--- config.mk ---
export PLATFORM = sky130hd
export DESIGN_NAME = opcode_decoder
export DESIGN_NICKNAME = d
export VERILOG_FILES = /design/src/rtl/opcode_decoder.sv
export SDC_FILE = /design/constraint.sdc
export NUM_CORES = 1
export LEC_CHECK = 0
export ABC_AREA = 0
export CORE_MARGIN = 4
export CORE_UTILIZATION = 41
export CTS_BUF_LIST = sky130_fd_sc_hd__clkbuf_4 sky130_fd_sc_hd__clkbuf_8 sky130_fd_sc_hd__clkbuf_16
export DETAILED_ROUTE_END_ITERATION = 16
export GPL_ROUTABILITY_DRIVEN = 0
export PLACE_DENSITY = 0.74
export SETUP_SLACK_MARGIN = 0.2
export SLEW_MARGIN = 5
export SYNTH_ARGS = -nofsm -noshare
export SYNTH_HDL_FRONTEND = slang
export SYNTH_SLANG_ARGS = --single-unit
--- constraint.sdc ---
create_clock -name CLK -period 1 [get_ports CLK]
set_input_delay 0.1 -clock CLK [delete_from_list [all_inputs] [get_ports CLK]]
set_output_delay 0.1 -clock CLK [all_outputs]
set_load 0.05 [all_outputs]
--- src/rtl/opcode_decoder.sv ---
// Registered binary-to-one-hot opcode decoder with capture validity,
// change strobe and a copy of the last captured opcode.
module opcode_decoder #(
  parameter int unsigned OPCODE_WIDTH = 3
) (
  input  logic                          CLK,
  input  logic                          RST,
  input  logic                          EN,
  input  logic [OPCODE_WIDTH-1:0]       OPCODE,
  output logic [(2**OPCODE_WIDTH)-1:0]  DECODED_SIGNAL,
  output logic                          VALID,
  output logic                          CHANGED,
  output logic [OPCODE_WIDTH-1:0]       LAST_OPCODE
);

  localparam int unsigned DECODED_WIDTH = 2 ** OPCODE_WIDTH;

  typedef enum logic {
    EMPTY  = 1'b0,
    LOADED = 1'b1
  } state_e;

  state_e                     state_q, state_d;
  logic [DECODED_WIDTH-1:0]   decoded_q, decoded_d;
  logic [OPCODE_WIDTH-1:0]    last_q, last_d;
  logic                       changed_q, changed_d;
  logic [DECODED_WIDTH-1:0]   onehot;

  // Per-line compare; an unknown opcode leaves every line low, which also clears VALID
  always_comb begin
    onehot = '0;
    for (int unsigned i = 0; i < DECODED_WIDTH; i++) begin
      if (OPCODE == OPCODE_WIDTH'(i)) begin
        onehot[i] = 1'b1;
      end
    end
  end

  always_comb begin
    state_d   = state_q;
    decoded_d = decoded_q;
    last_d    = last_q;
    changed_d = 1'b0;
    if (EN) begin
      last_d    = OPCODE;
      decoded_d = onehot;
      state_d   = (|onehot) ? LOADED : EMPTY;
      changed_d = (state_q == EMPTY) || (OPCODE != last_q);
    end
  end

  always_ff @(posedge CLK or posedge RST) begin
    if (RST) begin
      state_q   <= EMPTY;
      decoded_q <= '0;
      last_q    <= '0;
      changed_q <= 1'b0;
    end else begin
      state_q   <= state_d;
      decoded_q <= decoded_d;
      last_q    <= last_d;
      changed_q <= changed_d;
    end
  end

  assign DECODED_SIGNAL = decoded_q;
  assign VALID          = (state_q == LOADED);
  assign CHANGED        = changed_q;
  assign LAST_OPCODE    = last_q;

endmodule

==> run summary <==
status = finished, final reports clean
hold slack final = 0.0996 ns
Clock Pin Slew Worst Setup and Hold Paths = 0.08 ns
post-synthesis cell count = 43
Total Nets Final = 81
cell row count = 12
compound-gate portion of the synthesized area = 18.0%
crit-path cells = buf_12
Worst Path Required = 0.90 ns
die width = 44.1 um
post-synthesis sequential area ratio = 60.9%
PD cells = 1360 mW/mm2
Reg area = 340 um2
Vert. Die Dim = 44.1 um
final non-filler cell area = 0.00105 mm2
antenna viol nets, final = 0
total power = 1.43 mW
CTS buffer count = 3
initial antenna violation count = 0
Iteration-0 DRC Markers = 13
Maximum Capacitance Violations = 0
Worst Setup SP = LAST_OPCODE[0]
combinational family with the most area after synthesis = compound AO/OA/AOI/OAI gates
Post-Synth XOR/XNOR Area = 4.92%
final-report max-slew violation count = 0
dpl cell area = 911 um2
grt ovf = 0
Leak = 0.456 nW
Commonest cells post-synth = dfrtp_1 (13), o2bb2ai_1 (6), inv_1 (5)
Synth cell types = 14
Synth area leader = dfrtp_1
routed len/inst = 17.1 um
H-tree levels = 1
clk_skew = 0.000627 ns
PortBufs = 18
CP Buf/Inv Count = 1
clock tree sinks = 13
Synth Flop Type = dfrtp_1
CTS max path bufs = 2
Synth Area in Simple Gates = 8.43%
ANT cells = 0
fraction of synthesized area in multiplexers = 2.11%
Worst-Skew Late Latency = 0.28 ns
Synthesis Warnings = 0
Post-DP HPWL = 900 um
GRT Overall Usage = 16.7%
core box area = 0.00117 mm2
Root Buffer = clkbuf_4
RSZ-0062 raised after global routing = true
Top delay family on crit path = flip-flops
share of the synthesized area in the top cell type = 60.9%
Multi-input gate area = 235 um2
setup TNS = 0 ns
CTS tree = yes
router iterations before antenna repair = 4
post-place setup slack = -0.212 ns
Routed WL = 1500 um
critical path peak fanout = 2
vias = 451
pin count of the biggest net entering global routing = 14
Mapped Area = 534 um2
fin crit share = 98.5%
CP startpoint kind = flop
Seq cells post-synth = 13
number of fill cells in the layout = 49
P&R area growth vs syn = 96.7%
first-pass GRT wire length = 2350 um
slew margin rel. = 79.2%
critical path endpoint category = primary output
die area = 0.00194 mm2
Mapped Nets = 49
Avg Cell Area, Syn = 12.4 um2
FMAX = 1.01 GHz
num ports = 19
dominant cells by area after synthesis = dfrtp_1 (61%), o2bb2ai_1 (9.8%), xnor2_1 (4.9%)
Post-synth EDFFs = 0
most common cell in the netlist = dfrtp_1
crit path max-delay cell type = dfrtp_2
Reg2Reg Launch Point = LAST_OPCODE[1]
number of global-route vias before repair = 524
area share of fa/ha/maj cells after synthesis = 0%
critical path type = flop to primary output
ys async rst share = 100%
DRC Markers = 0
Worst Max-Slew Pin Slew = 0.313 ns
Hold Path Class = input pin to asynchronous set/reset pin
worst-case vdd ir drop = 0.999 mV
crit path DAT = 0.89 ns
share of layout cells above drive strength 1 = 67.6%
Initial Util = 45.6%
Via-to-Cell Ratio = 5.13
Final Hold Vio Count = 0
PnR worst setup slack = 0.0147 ns
min Tclk post-route = 0.985 ns
Setup-failing EPs final = 0
slowest cell delay on critical path = 0.44 ns
==> placed cells by master (no fill, tap or decap) <==
cell type        netlist  final
o2bb2ai_4              0      1
buf_2                  0      1
dfrtp_2                0     12
o21ai_0                2      1
o32ai_1                2      1
buf_12                 0     14
clkdlybuf4s50_1        0      1
a41oi_2                1      1
or2_1                  1      1
o2bb2ai_1              6      5
xnor2_2                0      3
nand2_2                1      1
nand2b_1               4      4
inv_2                  1      2
clkbuf_4               0      4
o21ai_2                0      1
nand2_1                2      2
buf_4                  1      4
o32ai_2                0      1
mux2_4                 0      1
dlygate4sd2_1          0      4
buf_6                  0      4
dfrtp_1               13      1
inv_1                  5      4
==> report_power, final <==
group,switching [mW],internal [mW],leakage (nW)
clock,0.180,0.182,0.0184
combinational,0.228,0.235,0.288
sequential,0.0403,0.564,0.149
total,0.449,0.981,0.456
==> flip-flops by register name, summed over array words and instances (netlist names) <==
| signal | flops |
|---|---|
| CHANGED | 1 |
| LAST_OPCODE | 3 |
| VALID | 1 |
| DECODED_SIGNAL | 8 |
==> path summary, 6_finish.rpt <==
kind                                      to  slack (ns)  depth (start not counted)
max                           LAST_OPCODE[0]        0.01                          1
min                        DECODED_SIGNAL[2]         0.1                          3
min reg2reg                DECODED_SIGNAL[5]        0.54                          1
max reg2reg                          CHANGED        0.04                          3
max in group asynchronous              VALID        0.72                          3
min in group CLK           DECODED_SIGNAL[2]        0.34                          3
==> per-layer routing <==
| layer | up-vias | part of all wire (%) | GRT usage, % |
|---|---|---|---|
| met1 | 219 | 40 | 18.3 |
| met3 | 3 | 5.6 | 5.69 |
| met4 | 0 | 1.9 | 7.23 |
| met5 | - | 0 | 0 |
| li1 | 212 | - | - |
| met2 | 17 | 52 | 29.1 |
==> through the flow <==
stage | utilization [%] | std cells
after floorplan | - | 43
after global placement | 77.8 | 76
after detailed placement | 77.8 | 76
after CTS | 87.1 | 87
after global routing | 89.7 | 88
final | 89.7 | 88
==> final cells by class <==
class | instances | share of cell area [%]
Multi-Input combinational cell | 23 | 22.4
Tap cell | 14 | 1.67
Inverter | 6 | 2.14
Timing Repair Buffer | 28 | 38.6
Sequential cell | 13 | 32.4
Clock buffer | 4 | 2.86
==> cell families after synthesis <==
| family | count (synthesis) |
|---|---|
| buf+inv | 7 |
| flops | 13 |
| compound gates | 11 |
| simple gates | 8 |
| xor+xnor | 3 |
| mux | 1 |
==> what timing repair did <==
| item | in CTS | in global routing |
|---|---|---|
| hold buffers | 0 | 0 |
| buffers inserted | 6 | 1 |
| pin swaps | 1 | 1 |
| endpoints found under the setup margin | 22 | 19 |
| gates cloned | 1 | 0 |
| gates resized for setup | 8 | 6 |
Note: power is estimated with default switching activity, not from simulation.
